<file path="config.mk">
export PLATFORM = sky130hd
export DESIGN_NAME = ee354_bin2bcd_flat
export DESIGN_NICKNAME = d
export VERILOG_FILES = /design/src/rtl/ee354_bin2bcd_pkg.sv /design/src/rtl/ee354_bin2bcd_if.sv /design/src/rtl/ee354_add3.sv /design/src/rtl/ee354_bin2bcd.sv /design/src/flat_wrapper.sv
export SDC_FILE = /design/constraint.sdc
export NUM_CORES = 1
export LEC_CHECK = 0
export BUFFER_PORTS_ARGS = -buffer_cell sky130_fd_sc_hd__buf_2
export CAP_MARGIN = 20
export CELL_PAD_IN_SITES_DETAIL_PLACEMENT = 1
export CELL_PAD_IN_SITES_GLOBAL_PLACEMENT = 1
export CORE_MARGIN = 4
export CORE_UTILIZATION = 40
export CTS_BUF_LIST = sky130_fd_sc_hd__clkbuf_2 sky130_fd_sc_hd__clkbuf_4 sky130_fd_sc_hd__clkbuf_8
export DETAILED_ROUTE_END_ITERATION = 16
export PLACE_DENSITY_LB_ADDON = 0.1
export SETUP_SLACK_MARGIN = 0.2
export SLEW_MARGIN = 0
export SYNTH_ARGS = -nofsm -noshare
export SYNTH_HDL_FRONTEND = slang
export SYNTH_HIERARCHICAL = 1
export SYNTH_SLANG_ARGS = --single-unit
</file>
<file path="constraint.sdc">
create_clock -name Clk -period 1.3 [get_ports Clk]
set_input_delay 0.13 -clock Clk [delete_from_list [all_inputs] [get_ports Clk]]
set_output_delay 0.13 -clock Clk [all_outputs]
set_load 0.005 [all_outputs]
</file>
<file path="src/rtl/ee354_bin2bcd_pkg.sv">
// ee354_bin2bcd_pkg: shared state encoding and widths for the binary-to-BCD converter.
//   STATE_W  width of the one-hot state vector {q_Done, q_Shift, q_I}
//   DIG_W    width of one BCD digit
//   state_t  one-hot states I, SHIFT, DONE
package ee354_bin2bcd_pkg;
    localparam int STATE_W = 3;
    localparam int DIG_W   = 4;
    typedef enum logic [STATE_W-1:0] {
        I     = 3'b001,
        SHIFT = 3'b010,
        DONE  = 3'b100
    } state_t;
endpackage

</file>
<file path="src/rtl/ee354_bin2bcd_if.sv">
// ee354_bin2bcd_if: Start/Ack handshake, single-step enable, operand and result bus.
//   master: drives SCEN, Start, Ack, Bin; receives Ones, Tens, Hundreds, q_I, q_Shift, q_Done
//   slave : the converter side of the same signals
interface ee354_bin2bcd_if #(
    parameter int WIDTH = 8
);
    import ee354_bin2bcd_pkg::*;
    logic             SCEN;
    logic             Start;
    logic             Ack;
    logic [WIDTH-1:0] Bin;
    logic [DIG_W-1:0] Ones;
    logic [DIG_W-1:0] Tens;
    logic [DIG_W-1:0] Hundreds;
    logic             q_I;
    logic             q_Shift;
    logic             q_Done;
    modport master (
        output SCEN, Start, Ack, Bin,
        input  Ones, Tens, Hundreds, q_I, q_Shift, q_Done
    );
    modport slave (
        input  SCEN, Start, Ack, Bin,
        output Ones, Tens, Hundreds, q_I, q_Shift, q_Done
    );
endinterface

</file>
<file path="src/rtl/ee354_add3.sv">
// ee354_add3: double-dabble digit correction, adds 3 to a BCD digit that is 5 or more.
//   d_i  BCD digit before the shift
//   d_o  corrected digit (never overflows since the add only happens below 10)
module ee354_add3
    import ee354_bin2bcd_pkg::*;
(
    input  logic [DIG_W-1:0] d_i,
    output logic [DIG_W-1:0] d_o
);
    always_comb d_o = (d_i >= 4'd5) ? d_i + 4'd3 : d_i;
endmodule

</file>
<file path="src/rtl/ee354_bin2bcd.sv">
// ee354_bin2bcd: sequential shift-and-add-3 binary-to-BCD converter with Start/Ack handshake.
//   Clk    system clock, rising edge
//   Reset  synchronous active-high reset
//   bus    slave side of ee354_bin2bcd_if: SCEN, Start, Ack, Bin in;
//          Ones, Tens, Hundreds (registered result) and one-hot q_I, q_Shift, q_Done out
module ee354_bin2bcd
    import ee354_bin2bcd_pkg::*;
#(
    parameter int WIDTH = 8,
    parameter int NDIG  = 3
) (
    input logic              Clk,
    input logic              Reset,
    ee354_bin2bcd_if.slave   bus
);
    localparam int CW = $clog2(WIDTH) + 1;
    localparam int BW = DIG_W * NDIG;

    state_t              state_q, state_d;
    logic [WIDTH-1:0]    bin_q, bin_d;
    logic [BW-1:0]       bcd_q, bcd_d, bcd_adj;
    logic [CW-1:0]       cnt_q, cnt_d;
    logic [3*DIG_W-1:0]  res_q, res_d;
    logic [BW+WIDTH-1:0] sh;

    for (genvar g = 0; g < NDIG; g++) begin : g_add3
        ee354_add3 u_add3 (
            .d_i(bcd_q[g*DIG_W +: DIG_W]),
            .d_o(bcd_adj[g*DIG_W +: DIG_W])
        );
    end

    // Corrected digits and the remaining binary shift together as one register.
    assign sh = {bcd_adj, bin_q} << 1;

    always_comb begin
        state_d = state_q;
        bin_d   = bin_q;
        bcd_d   = bcd_q;
        cnt_d   = cnt_q;
        res_d   = res_q;
        case (state_q)
            I: begin
                bin_d = bus.Bin;
                bcd_d = '0;
                cnt_d = '0;
                if (bus.Start) state_d = SHIFT;
            end
            SHIFT: if (bus.SCEN) begin
                {bcd_d, bin_d} = sh;
                cnt_d          = cnt_q + 1'b1;
                // Last iteration: publish the post-shift digits, not the current ones.
                if (cnt_q == CW'(WIDTH - 1)) begin
                    res_d   = sh[WIDTH +: 3*DIG_W];
                    state_d = DONE;
                end
            end
            DONE: if (bus.Ack) state_d = I;
            default: state_d = I;
        endcase
    end

    always_ff @(posedge Clk) begin
        if (Reset) begin
            state_q <= I;
            bin_q   <= '0;
            bcd_q   <= '0;
            cnt_q   <= '0;
            res_q   <= '0;
        end else begin
            state_q <= state_d;
            bin_q   <= bin_d;
            bcd_q   <= bcd_d;
            cnt_q   <= cnt_d;
            res_q   <= res_d;
        end
    end

    assign bus.Ones     = res_q[0 +: DIG_W];
    assign bus.Tens     = res_q[DIG_W +: DIG_W];
    assign bus.Hundreds = res_q[2*DIG_W +: DIG_W];
    assign bus.q_I      = state_q[0];
    assign bus.q_Shift  = state_q[1];
    assign bus.q_Done   = state_q[2];
endmodule
</file>
<file path="src/flat_wrapper.sv">
// flat-port wrapper written by rule: the top's interface ports become plain ports
module ee354_bin2bcd_flat import ee354_bin2bcd_pkg::*;
#(
    parameter int WIDTH = 8,
    parameter int NDIG  = 3
)
  (Clk, Reset, bus_SCEN, bus_Start, bus_Ack, bus_Bin, bus_Ones, bus_Tens, bus_Hundreds, bus_q_I, bus_q_Shift, bus_q_Done);
  ee354_bin2bcd_if #(.WIDTH(WIDTH)) bus_i ();
  input logic Clk;
  input logic Reset;
  input wire logic [$bits(bus_i.SCEN)-1:0] bus_SCEN;
  input wire logic [$bits(bus_i.Start)-1:0] bus_Start;
  input wire logic [$bits(bus_i.Ack)-1:0] bus_Ack;
  input wire logic [$bits(bus_i.Bin)-1:0] bus_Bin;
  output wire logic [$bits(bus_i.Ones)-1:0] bus_Ones;
  output wire logic [$bits(bus_i.Tens)-1:0] bus_Tens;
  output wire logic [$bits(bus_i.Hundreds)-1:0] bus_Hundreds;
  output wire logic [$bits(bus_i.q_I)-1:0] bus_q_I;
  output wire logic [$bits(bus_i.q_Shift)-1:0] bus_q_Shift;
  output wire logic [$bits(bus_i.q_Done)-1:0] bus_q_Done;
  assign bus_i.SCEN = bus_SCEN;
  assign bus_i.Start = bus_Start;
  assign bus_i.Ack = bus_Ack;
  assign bus_i.Bin = bus_Bin;
  assign bus_Ones = bus_i.Ones;
  assign bus_Tens = bus_i.Tens;
  assign bus_Hundreds = bus_i.Hundreds;
  assign bus_q_I = bus_i.q_I;
  assign bus_q_Shift = bus_i.q_Shift;
  assign bus_q_Done = bus_i.q_Done;
  ee354_bin2bcd #(.WIDTH(WIDTH), .NDIG(NDIG)) u_core (.Clk(Clk), .Reset(Reset), .bus(bus_i));
endmodule
</file>
## After elaboration in Yosys (flattened, before gate mapping)

Cells that the tools add are included.

- Add/subtract/negate cells: 4
- Order comparisons: 3
- Eq/ne operators: 8
- Multiplexer cells: 14
- Reduce and logical (&&, ||, !) cells: 4

Operator list:

| kind | count |
|---|---|
| $pmux 12 s2 | 1 |
| $pmux 8 s2 | 1 |
| $mux 3 | 5 |
| $ge 4x3->1 const B | 3 |
| $mux 12 | 1 |
| $mux 4 | 3 |
| $pmux 3 s3 | 1 |
| $add 4x2->4 const B | 2 |
| $mux 8 | 1 |
| $pmux 4 s2 | 1 |
| $ne 2x2->1 const B | 3 |
| $add 4x1->4 const B | 1 |
| $eq 4x3->1 const B | 1 |
| $reduce_and 4->1 | 1 |
| $add 3x2->3 const B | 1 |
| $eq 3x1->1 const B | 1 |
| $eq 3x2->1 const B | 1 |
| $eq 3x3->1 const B | 1 |
| $reduce_and 3->1 | 1 |
| $ne 2x1->1 const B | 1 |
| $reduce_and 2->1 | 1 |
| $reduce_bool 2->1 | 1 |

- Register bits after elaboration: 39
- Output and inout port bits: 15

## Logic depth before layout (Yosys ltp)

Gate-level depths: netlist (run 1).

- Word-level depth: 4
- Depth in mapped cells: 7
- Depth with buffers taken out: 7

## Hierarchy

The synthesis (run 1) kept the hierarchy.

By module, submodules not included:

| module | instances | cells each | area each (µm²) | sequential area each (µm²) |
|---|---|---|---|---|
| ee354_bin2bcd | 1 | 160 | 1631.6 | 780.7 |
| ee354_add3 | 3 | 16 | 101.3 | 0.0 |

## Worst setup path after synthesis (run 1)

No wires, ideal clock.

- Path kind: reg-to-reg
- Start: reg u_core.cnt_q[0]
- End: reg u_core.res_q[0]
- Arrival time: 1314 ps
- Slack: -85 ps
- Cell stages (with the launch flop): 6
- Buffers on the path: 1
- Clock period less this slack: 1385 ps
- Cell sequence: dfxtp_1 > ha_1 > nand4b_1 > nor3_2 > buf_6 > mux2i_1

- Cells in the longest elaborated chain, start to end: 2

RTL lines:

| what | line | text |
|---|---|---|
| start, declared | ee354_bin2bcd.sv:22 | `logic [CW-1:0] cnt_q, cnt_d;` |
| start signal, assigned | ee354_bin2bcd.sv:74 | `cnt_q <= cnt_d;` |
| $eq 4x3->1 | ee354_bin2bcd.sv:53 | `if (cnt_q == CW'(WIDTH - 1)) begin` |
| $reduce_and 3->1 (no line) | -- |  |
| end signal, assigned | ee354_bin2bcd.sv:75 | `res_q <= res_d;` |
| end, declared | ee354_bin2bcd.sv:23 | `logic [3*DIG_W-1:0] res_q, res_d;` |

No other way between the ends.
A chain may end at the register's enable or synchronous reset.

## Worst setup path after layout (run 1)

- Start: reg u_core.bcd_q[5]
- End: reg u_core.res_q[6]

- Cells in the longest elaborated chain, start to end: 2
- Elaborated cells on any way between the ends: 3

RTL lines:

| what | line | text |
|---|---|---|
| start, declared | ee354_bin2bcd.sv:21 | `logic [BW-1:0] bcd_q, bcd_d, bcd_adj;` |
| start signal, assigned | ee354_bin2bcd.sv:67 | `bcd_q <= '0;` |
| start signal, assigned | ee354_bin2bcd.sv:73 | `bcd_q <= bcd_d;` |
| $add 4x2->4 / $ge 4x3->1 (equally long branches) | ee354_add3.sv:10 | `always_comb d_o = (d_i >= 4'd5) ? d_i + 4'd3 : d_i;` |
| $mux 4 (*) | ee354_add3.sv:10 |  |
| net u_core.bcd_adj[5] | ee354_bin2bcd.sv:21 |  |

Mark *: on every way through the listed nets, which the timed path passes. The rest lies on a longest branch.

==> flow_summary.ini, run 1 <==
[run_status]
status = finished, violations left
violations = setup timing

[grt]
grt_max_degree = 21
antenna_found_initial = 1
first_global_vias = 2023
overflow = 0
grt_first_pass_wirelength_um = 10500
grt_usage_pct = 22.2

[die]
dieArea_mm2 = 0.00596
ios = 28
rows = 24
initial_utilization_pct = 42.5
core_mm2 = 0.00450
die_w_um = 77.2
die_h_um = 77.2

[min_path]
whs_path_depth = 3
hold_class = in -> reg

[clocking]
cts_buffer_depth = 2
holdBufCountCts = 0
root_buffer = clkbuf_8
numCtsBuffers = 5
cts.clk_slew.worst_paths_ps = 80
clock-sinks = 39
clk_latency_ps = 300
tritoncts = built
htree_levels = 2

[timing]
hold_ws_ps = 87.1
timing.final.ws_setup_ps = -221
setup_viol = 36
clock.fmax_mhz = 658
finalClockSkew_ps = 5.41
hold_viol = 0
drv_slew = 0
rsz0062_at_grt = true
fin_crit_ps = 1520
max_slew_margin_pct = 73.5
worstMarginPinSlew_ps = 396
period_share_pct = 117

[drt]
viasPerCell = 5.57
ant_nets = 0
num_vias = 1821
firstDrtPassIters = 4
drt_iter0_drc = 75
drc = 0
wl_per_cell_um = 22.1
drt_wl_total_um = 7220

[placed_design]
finalWeightedCongestion = 0.795
place.port_buffers = 27
place_area_mm2 = 0.00239
place_hpwl_um = 3630

[worst_setup_path]
r2r-start = u_core/bcd_q[5]
cp_data_required_time_ps = 1510
cp-startpoint = u_core/bcd_q[5]
worst_r2r_path_depth = 7
cp.arrival_ps = 1730
cp-end-kind = register
crit_type = reg -> reg
r2r_slack_ps = -220
r2r_end = u_core/res_q[6]
crit_end = u_core/res_q[6]
start_kind = register
crit_fanout = 3

[final_layout]
multi_input_area_mm2 = 0.00140
drive_gt1_share_pct = 54.0
stdcell_area_mm2 = 0.00302
final_nets = 293
fill_cells = 478
ff_latch_area_um2 = 807
area_delta_synth_final_pct = 57.7

[synth]
ys_warn_count = 6
synth_cells = 204
syn_area_per_cell_um2 = 9.39
syn_nets = 224
netlist_area_mm2 = 0.00192

[flow_run]
maxCapViolations = 0

[power]
peakVddDrop_uv = 575
leakagePower_nw = 1.18
p_per_area_mw_per_mm2 = 833
where the power goes:
part	switching, mW	internal [mW]	leakage (nW)
clock	0.457	0.419	0.0491
combinational	0.184	0.199	0.809
sequential	0.0383	1.22	0.323
what timing repair did:
item | in CTS | in global routing
gates cloned | 2 | 0
resized for setup | 47 | 28
pin swaps | 19 | 15
setup buffers | 11 | 7
endpoints found under the setup margin | 38 | 40
worst min path at each step:
stage	slack, ps	to	from
2_1_floorplan	270	u_core/bin_q[0]	bus_Bin[0]
3_3_place_gp	380	u_core/bin_q[0]	bus_Bin[0]
3_5_place_dp	400	u_core/bin_q[0]	bus_Bin[0]
4_1_cts	100	u_core/bin_q[0]	bus_Bin[0]
5_1_grt	90	u_core/bin_q[0]	bus_Bin[0]
6_report	90	u_core/bin_q[0]	bus_Bin[0]
flip-flops by register name (all words and copies together) (netlist names):
name,count
u_core/state_q,3
u_core/res_q,12
u_core/bcd_q,12
u_core/cnt_q,4
u_core/bin_q,8
final cells by class:
class	count	share of cell area, %
clock buffer	7	2.78
tap	52	2.15
inverter	7	1.12
clock inverter	1	0.166
multi-input combinational	145	46.5
sequential	39	26.7
antenna	1	0.0828
timing repair buffer	75	20.5
worst max-delay path: stages, from the launching register on:
cell      delay (ps)
dfxtp_4          380
inv_6             40
ha_4             150
nand2b_4         140
a21oi_4          170
mux2i_2          260
nand2b_1          80
mux2i_1          210
layout by cell type, fill, tap and decap left out, types with 2 or more instances in the layout:
| cell | instances |
|---|---|
| buf_4 | 31 |
| dfxtp_1 | 28 |
| buf_2 | 27 |
| nand2b_1 | 27 |
| nand2_1 | 13 |
| a22o_1 | 13 |
| mux2i_1 | 12 |
| buf_6 | 11 |
| nor3_1 | 10 |
| dfxtp_2 | 6 |
| clkbuf_8 | 5 |
| buf_12 | 5 |
| nand2b_4 | 5 |
| nor3_2 | 5 |
| o22ai_4 | 5 |
| o21ai_1 | 5 |
| ha_4 | 5 |
| dfxtp_4 | 5 |
| a21oi_2 | 4 |
| nor2_1 | 4 |
| inv_1 | 4 |
| a21oi_4 | 3 |
| mux2i_2 | 3 |
| clkbuf_4 | 2 |
| o22ai_2 | 2 |
| a211oi_2 | 2 |
| nor4b_2 | 2 |
| or3_4 | 2 |
| a21oi_1 | 2 |
| o21ai_0 | 2 |
| xnor2_2 | 2 |
| ha_2 | 2 |
through the flow:
step | total power [mW] | instances | setup TNS (ps) | setup slack (ps) | util, %
floorplan | 1.44 | 204 | -766 | -64.7 | -
global placement | 1.51 | 298 | -3830 | -210 | 53.0
detailed placement | 1.52 | 298 | -5570 | -318 | 53.0
CTS | 2.43 | 319 | -1820 | -151 | 62.6
global route | 2.63 | 327 | -5060 | -338 | 67.1
finish | 2.52 | 327 | -3190 | -221 | 67.1
layer usage:
metal	share of wire, %	wire (um)	global-route usage [%]
met2	54	3930	41.2
met5	0	0	0
met3	2.2	160	3.75
met4	2.5	181	9.25
met1	41	2950	24.6
Note: power is estimated with default switching activity, not from simulation.
==> inputs of run 2 (changes only) <==
- CELL_PAD_IN_SITES_DETAIL_PLACEMENT: 1 -> not set
- CELL_PAD_IN_SITES_GLOBAL_PLACEMENT: 1 -> not set
- CORE_UTILIZATION: 40 -> 53
- PLACE_DENSITY: not set -> 0.78
- PLACE_DENSITY_LB_ADDON: 0.1 -> not set
==> run 2 against run 1 <==
Effect of this change:
- wire length is 7.9% lower
- flip-flop and latch count stayed put
- the flow still finishes with violations (setup timing)
- non-clock buffer count is 4 higher
- total power is 9.3% lower
- critical endpoint is now u_core/res_q[10]
- first-iteration DRC count grew to 2.7 times the previous value
- clock power is 26% lower
==> flow_summary.ini, run 2 (same netlist as run 1, synthesis figures left out) <==
[run_status]
status = finished, violations left
violations = setup timing

[placed_design]
place_hpwl_um = 3280
post-place-ws_ps = -256
place.port_buffers = 27
place_inst = 296
finalWeightedCongestion = 0.762
place_area_mm2 = 0.00241

[power]
intPower_mw = 1.68
leakagePower_nw = 1.19
pwr-share-seq_pct = 55.0
pwr-share-comb_pct = 16.8
total_power_mw = 2.28
p_sw_uw = 604
peakVddDrop_uv = 687
clkPwrFrac_pct = 28.3
switching_share_pct = 26.5
p_per_area_mw_per_mm2 = 763

[grt]
grt_usage_pct = 25.8
grt_first_pass_wirelength_um = 8720
overflow = 0
grt_max_degree = 22
antenna_found_initial = 0
first_global_vias = 1826

[drt]
num_vias = 1936
viasPerCell = 5.99
drt_iter0_drc = 204
drt_wl_total_um = 6650
ant_nets = 0
firstDrtPassIters = 4
drc = 0
wl_per_cell_um = 20.6

[timing]
finalSetupTns_ps = -3360
period_share_pct = 115
fin_crit_ps = 1500
rsz0062_at_grt = true
drv_slew = 0
max_slew_margin_pct = 76.7
worstMarginPinSlew_ps = 346
clock.fmax_mhz = 667
timing.final.ws_setup_ps = -200
finalClockSkew_ps = 4.69
hold_viol = 0
setup_viol = 36
hold_ws_ps = 94.2

[die]
die_h_um = 68.1
dieArea_mm2 = 0.00464
rows = 21
ios = 28
initial_utilization_pct = 56.1
core_mm2 = 0.00342
die_w_um = 68.1

[worst_setup_path]
r2r_slack_ps = -200
crit_fanout = 3
cp-end-kind = register
crit_type = reg -> reg
worst_r2r_path_depth = 7
cp.arrival_ps = 1780
r2r_end = u_core/res_q[10]
cp_data_required_time_ps = 1580
r2r-start = u_core/bcd_q[9]
start_kind = register

[min_path]
whs_endpoint = u_core/bin_q[6]
hold_class = in -> reg
min_from = bus_Bin[6]
whs_path_depth = 3

[clocking]
cts.clk_slew.worst_paths_ps = 120
cts_buffer_depth = 2
numCtsBuffers = 5
clk_latency_ps = 340
root_buffer = clkbuf_4
tritoncts = built
htree_levels = 2
clock-sinks = 39

[final_layout]
instances_no_fill = 323
stdcell_area_mm2 = 0.00299
final_nets = 297
largestRegisters = u_core/bcd_q (12), u_core/res_q (12), u_core/bin_q (8)
final_cell_mix = dfxtp_1 (28), buf_4 (28), nand2b_1 (25)
antenna_cells = 0
finish.utilization_pct = 87.6
fill_cells = 148
area_delta_synth_final_pct = 56.2
drive_gt1_share_pct = 55.2

[flow_run]
maxCapViolations = 0
==> run 2: cell count changes in the layout (fill, tap and decap cells not counted), sizes merged <==
cell / delta
diode: -1
buf: +2
dlygate4sd3: +1
==> run 2: repair_timing <==
item                       CTS  global route
hold buffers                 1             0
setup buffers                8             9
pin swaps                   15            20
gates cloned                 2             0
gates resized for setup     43            35
hold endpoints to repair     1             0
setup endpoints to repair   42            42
==> run 2: layer usage <==
| layer | global-route usage, % | vias up | wire length (um) |
|---|---|---|---|
| met4 | 13.6 | 0 | 380 |
| met5 | 0 | - | 0 |
| li1 | - | 863 | - |
| met1 | 29.5 | 910 | 2460 |
| met2 | 45.0 | 123 | 3300 |
| met3 | 5.09 | 40 | 516 |
==> run 2: how the worst max path moves through the flow <==
stage                     cells past startpoint              start               end  slack, ps
after floorplan                               5    u_core/cnt_q[0]   u_core/res_q[0]        -60
after global placement                        4  u_core/state_q[1]   u_core/bcd_q[0]       -160
after detailed placement                      4  u_core/state_q[1]   u_core/bcd_q[6]       -260
after CTS                                     5    u_core/cnt_q[1]   u_core/res_q[8]       -110
after global routing                          7    u_core/bcd_q[4]   u_core/res_q[6]       -240
final                                         7    u_core/bcd_q[9]  u_core/res_q[10]       -200
==> run 2: critical path, stage by stage (launching register included) <==
cell and delay [ps]:
dfxtp_2 360, inv_2 60, ha_2 170, nand2b_4 140, a21oi_4 170, mux2i_2 290, nand2b_1 100, mux2i_1 140
==> run 2: area by class of cell <==
cell class / instances / area (um^2) / area share (%)
Timing Repair Buffer: 79 / 681 / 22.8
Clock inverter: 1 / 5.00 / 0.167
Inverter: 7 / 28.8 / 0.962
Clock buffer: 6 / 51.3 / 1.71
Multi-Input combinational cell: 145 / 1360 / 45.6
Tap cell: 46 / 57.6 / 1.92
Sequential cell: 39 / 805 / 26.9
==> run 2: power groups by stage <==
stage	Clock, mW	Combinational (mW)	Sequential, mW
2_1_floorplan	0	0.167	1.27
3_3_place_gp	0	0.226	1.27
3_5_place_dp	0	0.236	1.28
4_1_cts	0.659	0.311	1.25
5_1_grt	0.727	0.404	1.26
6_report	0.645	0.382	1.25
